===== src/rtl/ex2_sw_debounce_if.sv =====
// Switch-conditioning bus between the raw board switches and the debouncer.
//   sw_raw      : raw, asynchronous switch levels (driven by the board side)
//   sw_stable   : debounced switch levels
//   sw_rise     : one-cycle pulse per bit on an accepted 0->1
//   sw_fall     : one-cycle pulse per bit on an accepted 1->0
//   sw_changed  : one-cycle pulse when any stable bit changes
// master = board/consumer side, slave = debouncer.
interface ex2_sw_debounce_if #(
    parameter int unsigned WIDTH = 9
);
    logic [WIDTH-1:0] sw_raw;
    logic [WIDTH-1:0] sw_stable;
    logic [WIDTH-1:0] sw_rise;
    logic [WIDTH-1:0] sw_fall;
    logic             sw_changed;

    modport master (
        output sw_raw,
        input  sw_stable,
        input  sw_rise,
        input  sw_fall,
        input  sw_changed
    );

    modport slave (
        input  sw_raw,
        output sw_stable,
        output sw_rise,
        output sw_fall,
        output sw_changed
    );
endinterface


===== src/rtl/ex2_sw_debounce.sv =====
// Slide-switch conditioner ahead of the 8-to-3 priority encoder.
// Each bit is synchronised by two flops and then debounced by its own
// counter: a synced bit must differ from its stable level for DB_CYCLES
// consecutive clocks before the new level is accepted. Bits [7:0] feed X,
// bit [8] feeds en. All outputs are registered; nothing from sw_raw reaches
// an output combinationally.
// Ports:
//   clk    : system clock
//   rst_n  : asynchronous active-low reset
//   sw     : ex2_sw_debounce_if.slave (sw_raw in; sw_stable, sw_rise,
//            sw_fall, sw_changed out)
// DB_CYCLES must be >= 2. The interface WIDTH must equal WIDTH here.
module ex2_sw_debounce #(
    parameter int unsigned      WIDTH     = 9,
    parameter int unsigned      DB_CYCLES = 20000,
    parameter logic [WIDTH-1:0] RESET_VAL = '0
) (
    input  logic                 clk,
    input  logic                 rst_n,
    ex2_sw_debounce_if.slave     sw
);

    localparam int unsigned CNT_W = $clog2(DB_CYCLES);
    localparam logic [CNT_W-1:0] CNT_TERM = CNT_W'(DB_CYCLES - 1);

    // Synchroniser stages
    logic [WIDTH-1:0] s1_q;
    logic [WIDTH-1:0] s2_q;

    // Debounce state
    logic [CNT_W-1:0] cnt_q   [WIDTH];
    logic [CNT_W-1:0] cnt_nxt [WIDTH];
    logic [WIDTH-1:0] stable_q,  stable_nxt;
    logic [WIDTH-1:0] rise_q,    rise_nxt;
    logic [WIDTH-1:0] fall_q,    fall_nxt;
    logic             changed_q, changed_nxt;

    // Two-flop synchroniser, no logic between stages
    always_ff @(posedge clk or negedge rst_n) begin
        if (!rst_n) begin
            s1_q <= RESET_VAL;
            s2_q <= RESET_VAL;
        end else begin
            s1_q <= sw.sw_raw;
            s2_q <= s1_q;
        end
    end

    // Per-bit qualification; terminal count accepts the new level and
    // returns the counter to 0, so it can never wrap.
    always_comb begin
        stable_nxt  = stable_q;
        rise_nxt    = '0;
        fall_nxt    = '0;
        changed_nxt = 1'b0;
        for (int unsigned i = 0; i < WIDTH; i++) begin
            cnt_nxt[i] = cnt_q[i];
            if (s2_q[i] == stable_q[i]) begin
                cnt_nxt[i] = '0;
            end else if (cnt_q[i] == CNT_TERM) begin
                cnt_nxt[i]    = '0;
                stable_nxt[i] = s2_q[i];
                rise_nxt[i]   = s2_q[i];
                fall_nxt[i]   = ~s2_q[i];
            end else begin
                cnt_nxt[i] = cnt_q[i] + CNT_W'(1);
            end
        end
        changed_nxt = |(rise_nxt | fall_nxt);
    end

    // State and output registers
    always_ff @(posedge clk or negedge rst_n) begin
        if (!rst_n) begin
            for (int unsigned i = 0; i < WIDTH; i++) begin
                cnt_q[i] <= '0;
            end
            stable_q  <= RESET_VAL;
            rise_q    <= '0;
            fall_q    <= '0;
            changed_q <= 1'b0;
        end else begin
            for (int unsigned i = 0; i < WIDTH; i++) begin
                cnt_q[i] <= cnt_nxt[i];
            end
            stable_q  <= stable_nxt;
            rise_q    <= rise_nxt;
            fall_q    <= fall_nxt;
            changed_q <= changed_nxt;
        end
    end

    assign sw.sw_stable  = stable_q;
    assign sw.sw_rise    = rise_q;
    assign sw.sw_fall    = fall_q;
    assign sw.sw_changed = changed_q;

endmodule

===== src/flat_wrapper.sv =====
// flat-port wrapper written by rule: the top's interface ports become plain ports
module ex2_sw_debounce_flat 
#(
    parameter int unsigned      WIDTH     = 9,
    parameter int unsigned      DB_CYCLES = 20000,
    parameter logic [WIDTH-1:0] RESET_VAL = '0
)
  (clk, rst_n, sw_sw_raw, sw_sw_stable, sw_sw_rise, sw_sw_fall, sw_sw_changed);
  ex2_sw_debounce_if #(.WIDTH(WIDTH)) sw_i ();
  input  logic clk;
  input  logic rst_n;
  input wire logic [$bits(sw_i.sw_raw)-1:0] sw_sw_raw;
  output wire logic [$bits(sw_i.sw_stable)-1:0] sw_sw_stable;
  output wire logic [$bits(sw_i.sw_rise)-1:0] sw_sw_rise;
  output wire logic [$bits(sw_i.sw_fall)-1:0] sw_sw_fall;
  output wire logic [$bits(sw_i.sw_changed)-1:0] sw_sw_changed;
  assign sw_i.sw_raw = sw_sw_raw;
  assign sw_sw_stable = sw_i.sw_stable;
  assign sw_sw_rise = sw_i.sw_rise;
  assign sw_sw_fall = sw_i.sw_fall;
  assign sw_sw_changed = sw_i.sw_changed;
  ex2_sw_debounce #(.WIDTH(WIDTH), .DB_CYCLES(DB_CYCLES), .RESET_VAL(RESET_VAL)) u_core (.clk(clk), .rst_n(rst_n), .sw(sw_i));
endmodule

===== config.mk =====
export PLATFORM = sky130hd
export DESIGN_NAME = ex2_sw_debounce_flat
export DESIGN_NICKNAME = d
export VERILOG_FILES = /design/src/rtl/ex2_sw_debounce_if.sv /design/src/rtl/ex2_sw_debounce.sv /design/src/flat_wrapper.sv
export SDC_FILE = /design/constraint.sdc
export NUM_CORES = 1
export LEC_CHECK = 0
export CAP_MARGIN = 5
export CORE_UTILIZATION = 60
export DETAILED_ROUTE_END_ITERATION = 10
export HOLD_SLACK_MARGIN = 0.05
export PLACE_DENSITY = 0.8
export SLEW_MARGIN = 20
export SYNTH_ARGS = -nofsm -noshare
export SYNTH_HDL_FRONTEND = slang
export SYNTH_SLANG_ARGS = --single-unit

===== constraint.sdc =====
create_clock -name clk -period 2.1 [get_ports clk]
set_clock_uncertainty 0.1 [all_clocks]
set_input_delay 0.21 -clock clk [delete_from_list [all_inputs] [get_ports clk]]
set_output_delay 0.21 -clock clk [all_outputs]
set_load 0.05 [all_outputs]

# Word level (Yosys, flattened, before mapping)
# Index checks and enable logic that the tools add are counted.
# word_totals
output_inout_bits	28
register_bits	181
in_bits	11
wordCells	133
# classes
n_reduce_logical	10
eq_ne	18
bitwise	19
mux	54
add_sub_neg	9
# op_table
cell	n
15-bit 2-to-1 mux	18
15-bit by 1-bit adder with 15-bit output (second input constant)	9
15-bit == test (second input constant)	9
1-bit 2-to-1 mux	36
1-bit inverter	18
2-bit AND reduction	9
1-bit == test	9
9-bit OR	1
9-bit OR reduction	1

# Logic depth before layout (Yosys ltp)
# Gate-level depths: netlist of the first run.
# logic_depth
depth_word	5
depth_mapped	7
depth_no_buf	6

# Worst setup path after synthesis of the first run
# No wires, ideal clock.
# synth_path
path_kind	reg2reg
startpoint	register u_core.cnt_q[120] (netlist name)
endpoint	register u_core.cnt_q[126] (netlist name)
t_required_ps	1881
setup_slack_ps	339
path_buffers	1
setup_ps	119
arrival_time_ps	1543
path_stages_with_launch	8
cell_sequence	dfrtp_1 > ha_1 > nand4_1 > nor4_1 > nand4_1 > nand2_1 > buf_4 > nor2_1
# synth_lines
item	line_no	text
from (decl)	ex2_sw_debounce.sv:31	logic [CNT_W-1:0] cnt_q [WIDTH];
from (signal, indexed assignment)	ex2_sw_debounce.sv:84	cnt_q[i] <= cnt_nxt[i];

# Worst setup path in the final report of the first run
# layout_path
startpoint	register u_core.stable_q[6] (netlist: u_core.sw.sw_stable[6])
endpoint	output sw_sw_stable[6]
# layout_lines
item	line_no	text
from (decl)	ex2_sw_debounce.sv:33	logic [WIDTH-1:0] stable_q, stable_nxt;
from (signal assigned)	ex2_sw_debounce.sv:86	stable_q <= stable_nxt;
to (decl)	flat_wrapper.sv:13	output wire logic [$bits(sw_i.sw_stable)-1:0] sw_sw_stable;
# No word-level cell between the ends.

==> results of run 1 <==
-- power by group --
| part | internal, mW | leakage [nW] | switching (mW) | total (mW) |
|---|---|---|---|---|
| clock network | 2.09 | 0.304 | 1.24 | 3.33 |
| logic | 0.0879 | 1.28 | 0.153 | 0.241 |
| registers | 3.55 | 2.46 | 0.0600 | 3.61 |
| total | 5.72 | 4.05 | 1.46 | 7.18 |
-- cell families (layout without fill, tap and decap cells) --
kind of cell / after synthesis / in the layout / synth area share
simple gates: 373 / 373 / 0.238
buf+inv: 16 / 92 / 0.0128
mux: 9 / 9 / 0.0147
compound gates: 6 / 6 / 0.00539
xor+xnor: 127 / 127 / 0.141
flops: 181 / 181 / 0.574
fa+ha+maj: 9 / 9 / 0.0143
-- what timing repair did --
item / 4_1_cts / 5_1_grt
hold buffers: 1 / 0
gates resized for setup: 1 / 1
setup endpoints to repair: 1 / 12
endpoints found under the hold margin: 60 / 0
pin swaps: 0 / 0
-- worst max path at each step --
stage                                            start  depth (start not counted)                     endpoint  slack, ns
floorplan                  u_core.cnt_q[120]$_DFF_PN0_                          7  u_core.cnt_q[126]$_DFF_PN0_       0.34
global placement           u_core.cnt_q[120]$_DFF_PN0_                          7  u_core.cnt_q[126]$_DFF_PN0_       0.22
detailed placement         u_core.cnt_q[120]$_DFF_PN0_                          7  u_core.cnt_q[129]$_DFF_PN0_       0.18
CTS                 u_core.sw.sw_stable[6]$_DFFE_PN0P_                          1              sw_sw_stable[6]       0.03
global route               u_core.cnt_q[120]$_DFF_PN0_                          7  u_core.cnt_q[123]$_DFF_PN0_     0.0009
finish              u_core.sw.sw_stable[6]$_DFFE_PN0P_                          1              sw_sw_stable[6]       0.04
-- registers in the layout (all words and copies together) (netlist names) --
| name | cells |
|---|---|
| u_core.cnt_q | 135 |
| u_core.s1_q | 9 |
| u_core.s2_q | 9 |
| u_core.sw.sw_fall | 9 |
| u_core.sw.sw_rise | 9 |
| u_core.sw.sw_stable | 9 |
| u_core.sw.sw_changed | 1 |
-- stage by stage --
step | util | hold WS (ns) | setup slack (ns) | power [mW]
floorplan | - | -0.186 | 0.339 | 3.77
global placement | 0.671 | 0.140 | 0.218 | 3.89
detailed placement | 0.671 | 0.146 | 0.176 | 3.91
CTS | 0.721 | 0.107 | 0.0347 | 7.26
global route | 0.721 | 0.109 | 0.000892 | 7.43
finish | 0.721 | 0.121 | 0.0431 | 7.18
-- synth_stat cells (3+ instances only) --
library cell	count	share of area
dfrtp_1	181	0.57
nor2_1	142	0.068
xor2_1	75	0.083
xnor2_1	52	0.058
nand2_1	48	0.023
nand3_1	45	0.029
nand4_1	32	0.025
and3_1	26	0.021
nor3b_1	19	0.018
nor3_1	14	0.0089
nor4_1	13	0.010
and4_1	10	0.011
ha_1	9	0.014
inv_1	7	0.0033
mux2_2	5	0.0071
and2_1	4	0.0032
buf_6	4	0.0057
mux2_4	4	0.0076
buf_2	3	0.0019
nand2b_1	3	0.0024
nor2b_1	3	0.0024
or3_4	3	0.0043
-- final cells by class --
| cell class | instances | share of cell area |
|---|---|---|
| timing repair buffer | 53 | 0.0554 |
| clock inverter | 8 | 0.0160 |
| inverter | 7 | 0.00286 |
| clock buffer | 24 | 0.0525 |
| sequential | 181 | 0.494 |
| multi-input combinational | 524 | 0.356 |
| tap | 172 | 0.0235 |
-- layer usage --
metal	wire length, um	track usage	vias to the layer above
met2	7540	0.416	114
li1	-	-	2567
met4	267	0.0928	0
met3	609	0.0690	23
met1	6400	0.295	2723
met5	0	0	-
==> run metrics, run 1 <==
first-pass GRT wire length 25400 um; register area 0.00453 sq mm; HP Start sw_sw_raw[0]; largest net degree at the start of global routing 68; commonest non-fill, non-tap cell in the layout dfrtp_1; Worst Path Required 1.79 ns; measured slew at the worst slew-check pin 0.626 ns; remaining antenna violation count after routing 0; Clock Sinks 181; synthesized flop and latch total 181; Overflow after GRT 0; fraction of registers with async set or reset after synthesis 1.00; First-pass DRT Iterations 7; status finished clean; maximum capacitance violations 0; TNS Setup 0 ns; DRC viols 0; WL/cell 15.3 um; commonest cells after routing, fill and taps aside dfrtp_1 (181), nor2_1 (142), xor2_1 (75), xnor2_1 (52), nand2_1 (48); cts bufs inserted 17; Final Max Tran Viols 0; maximum clock insertion buffer count 2; via/cell ratio 5.60; Startpoint Class flop; final wirelength 14800 um; R2R Path End u_core.cnt_q[124]$_DFF_PN0_; multi-input logic area 0.00327 sq mm; vias in the first global route 5541; Netlist cell types 36; Die Y 117 um; layout cells sized above 1 0.0778; max_slew headroom 0.583; slowest CP cell clkdlybuf4s50_1; post-DP HPWL 9930 um; sequential-to-total area share from yosys stat 0.574; Peak Freq 0.486 GHz; hold endpoint u_core.s1_q[0]$_DFF_PN0_; worst reg-to-reg setup slack 0.07 ns; routability cong. 0.832; IO buf count 38; maximum fanout along the worst path 6; Fillers 887; DIE WIDTH 117 um; worst skew pair latency 0.43 ns; ANT cells 0; final hold vios 0; initial antenna violation count 0; CP Cell Sequence clkdlybuf4s50_1; Worst Hold Class input port to flop; peak supply drop 0.000718 V; Final nets 804; Post-synth EDFFs 0; fin crit period 2.06 ns; GRT Total Usage 0.244; CP arrival 1.75 ns; IO Pins 39; area grow syn2layout 16.2%; r2r startpoint u_core.cnt_q[120]$_DFF_PN0_; cell area after placement 0.00853 sq mm; RSZ-0062 raised after global routing no; worst reg2reg path depth 7; worst stage delay on the critical path 0.86 ns; sum of buffers and inverters on the critical path 1; delay-heaviest family, CP buffers and inverters; Mapped Nets 741; full die area 0.0136 sq mm; Final period util 0.979; leakage 4.05 nW; vias 5427; initial core utilization 0.621; CTS tree done; Power Density 782 mW/mm^2; Mapped Avg Cell Area 11.0 sq um; Non-Filler Instances 969; crit path capture type output pin; Ys Warns 0; Iter 0 DRT Violations 426; Primary FF master, synth dfrtp_1; Post-Syn Instances 721; root buf cell clkbuf_16; CTS H-tree depth 4; site row count 41; total setup buffers inserted after CTS 0; hold path cells 1; placed insts 936; clock-pin slew on the worst setup and hold paths 0.06 ns; setup violators final 0; Setup Crit Path Kind flop to output pin; Mapped Area 0.00790 sq mm; Final Cell Area 0.00918 sq mm; Core ar. 0.0127 sq mm
No activity file was read; power rests on OpenSTA's default activity.
==> run 2, diff against run 1 <==
--- a/config.mk
+++ b/config.mk
@@ -10,6 +10,7 @@
 export DETAILED_ROUTE_END_ITERATION = 10
 export HOLD_SLACK_MARGIN = 0.05
 export PLACE_DENSITY = 0.8
+export REMOVE_ABC_BUFFERS = 1
 export SLEW_MARGIN = 20
 export SYNTH_ARGS = -nofsm -noshare
 export SYNTH_HDL_FRONTEND = slang
==> run 2 against run 1 <==
  * Fmax rose by 2.9%
  * Hold slack improved by 0.00075 ns
  * Largest power group unchanged
  * Critical path type is now flop to flop
  * Total power fell by 1.1%
  * Sequential share of layout area rose by 0.13 points
  * Largest cell class unchanged
  * Non-clock buffer count fell by 6
==> run metrics, run 2 (same netlist as run 1, synthesis figures left out) <==
hold endpoint u_core.s1_q[5]$_DFF_PN0_; final hold vios 0 (unchanged); setup ws final 0.102 ns (+0.0584 ns); site row count 41 (unchanged); Worst Path Required 2.26 ns (+0.47 ns); placed insts 928 (-0.85%); root buf cell clkbuf_16; Peak Freq 0.500 GHz (+2.9%); measured slew at the worst slew-check pin 0.557 ns (-0.0686 ns); Overflow after GRT 0 (unchanged); initial core utilization 0.621 (unchanged); multi-input logic area 0.00329 sq mm (+0.65%); layout cells sized above 1 0.0834 (+0.00565); First-pass DRT Iterations 7 (unchanged); post-DP HPWL 9570 um (-3.6%); r2r startpoint u_core.cnt_q[105]$_DFF_PN0_; status finished clean; fin crit period 2.00 ns (-0.0584 ns); worst stage delay on the critical path 0.41 ns (-0.45 ns); register area 0.00453 sq mm (unchanged); maximum capacitance violations 0 (unchanged); full die area 0.0136 sq mm (unchanged); maximum fanout along the worst path 6 (unchanged); maximum clock insertion buffer count 2 (unchanged); WL/cell 14.8 um (-3.4%); worst reg2reg path depth 6 (-1); RSZ-0062 raised after global routing no; CP arrival 2.16 ns (+0.41 ns); HP Start sw_sw_raw[5]; max_slew headroom 0.626 (+0.0429); setup violators final 0 (unchanged); delay-heaviest family, CP simple AND/OR/NAND/NOR gates; cell area after placement 0.00848 sq mm (-0.59%); Final Cell Area 0.00915 sq mm (-0.27%); leakage 4.04 nW (-0.28%); Final nets 798 (-0.75%); slowest CP cell dfrtp_1; IO Pins 39 (unchanged); vias in the first global route 5315 (-4.1%); ANT cells 0 (unchanged); commonest non-fill, non-tap cell in the layout dfrtp_1; Non-Filler Instances 963 (-0.62%); IO buf count 38 (unchanged); DRC viols 0 (unchanged); via/cell ratio 5.52 (-1.5%); Clock Sinks 181 (unchanged); largest net degree at the start of global routing 55 (-19%); commonest cells after routing, fill and taps aside dfrtp_1 (181), nor2_1 (142), xor2_1 (75), xnor2_1 (52), nand2_1 (46); Fillers 923 (+4.1%); initial antenna violation count 0 (unchanged); worst reg-to-reg setup slack 0.10 ns (+0.03 ns); first-pass GRT wire length 24500 um (-3.6%); CTS H-tree depth 4 (unchanged); Iter 0 DRT Violations 351 (-18%); CTS tree done; crit path capture type flop; Power Density 776 mW/mm^2 (-0.81%); fin util 0.719 (-0.00197); Worst Hold Class input port to flop; CP Cell Sequence ha_1 > and4_1 > nand4_1 > o22ai_1 > nor3_2 > o2111ai_1; Final Max Tran Viols 0 (unchanged); remaining antenna violation count after routing 0 (unchanged); Setup Crit Path Kind flop to flop; sum of buffers and inverters on the critical path 0 (-1); Die Y 117 um (unchanged); DIE WIDTH 117 um (unchanged); cts bufs inserted 17 (unchanged); clock-pin slew on the worst setup and hold paths 0.06 ns (about the same); final wirelength 14200 um (-4.0%); routability cong. 0.851 (+2.3%); vias 5313 (-2.1%); peak supply drop 0.000777 V (+8.3%); Setup WS pre-CTS -0.0318 ns (-0.207 ns); hold path cells 1 (unchanged); Top reg by flops u_core.cnt_q; R2R Path End u_core.sw.sw_changed$_DFF_PN0_; Core ar. 0.0127 sq mm (unchanged); total power 7.10 mW (-1.1%); area grow syn2layout 15.9%; worst skew pair latency 0.43 ns (about the same); max reg flops 135 (unchanged); GRT Total Usage 0.236 (-0.00797); Startpoint Class flop; Final period util 0.952 (-0.0278)
[run 2: area by class of cell]
class / instances / area share
multi-input combinational: 524 / 0.360
timing repair buffer: 47 / 0.0521
sequential: 181 / 0.495
clock buffer: 18 / 0.0469
inverter: 7 / 0.00287
clock inverter: 14 / 0.0201
tap: 172 / 0.0235
[run 2: power breakdown]
group          switching (mW)  internal (mW)  total [mW]
logic                   0.146         0.0817       0.228
clock network            1.28           1.98        3.26
registers              0.0616           3.55        3.61
[run 2: timing repair]
action | in CTS | in global routing
pin swaps | 0 | 4
hold endpoints to repair | 156 | 0
buffers inserted | 0 | 2
hold buffers | 1 | 0
gates resized for setup | 1 | 6
endpoints found under the setup margin | 1 | 60
[run 2: per-stage QoR]
step                setup TNS (ns)  hold WS (ns)
floorplan                        0        -0.186
global placement                 0        0.0611
detailed placement         -0.0318        0.0663
CTS                              0         0.106
global route                     0         0.101
finish                           0         0.121
[run 2: how the worst max path moves through the flow]
stage               slack, ns  cells past startpoint                              to                          startpoint
global placement         0.17                      6  u_core.sw.sw_changed$_DFF_PN0_          u_core.cnt_q[30]$_DFF_PN0_
detailed placement      -0.03                      6  u_core.sw.sw_changed$_DFF_PN0_         u_core.cnt_q[105]$_DFF_PN0_
CTS                     0.008                      1                 sw_sw_stable[6]  u_core.sw.sw_stable[6]$_DFFE_PN0P_
finish                   0.10                      6  u_core.sw.sw_changed$_DFF_PN0_         u_core.cnt_q[105]$_DFF_PN0_
global route            0.002                      7     u_core.cnt_q[131]$_DFF_PN0_         u_core.cnt_q[120]$_DFF_PN0_
floorplan                0.32                      6     u_core.cnt_q[122]$_DFF_PN0_         u_core.cnt_q[120]$_DFF_PN0_
[run 2: worst reg2reg max path, stage by stage (launching register included)]
cell,delay (ns)
dfrtp_1,0.41
ha_1,0.25
and4_1,0.25
nand4_1,0.25
o22ai_1,0.14
nor3_2,0.24
o2111ai_1,0.20
[run 2: metal layers]
layer	global-route usage	part of all wire	routed length (um)
met4	0.0810	0.014	199
met3	0.0675	0.035	493
met2	0.397	0.51	7240
met1	0.293	0.44	6290
met5	0	0	0
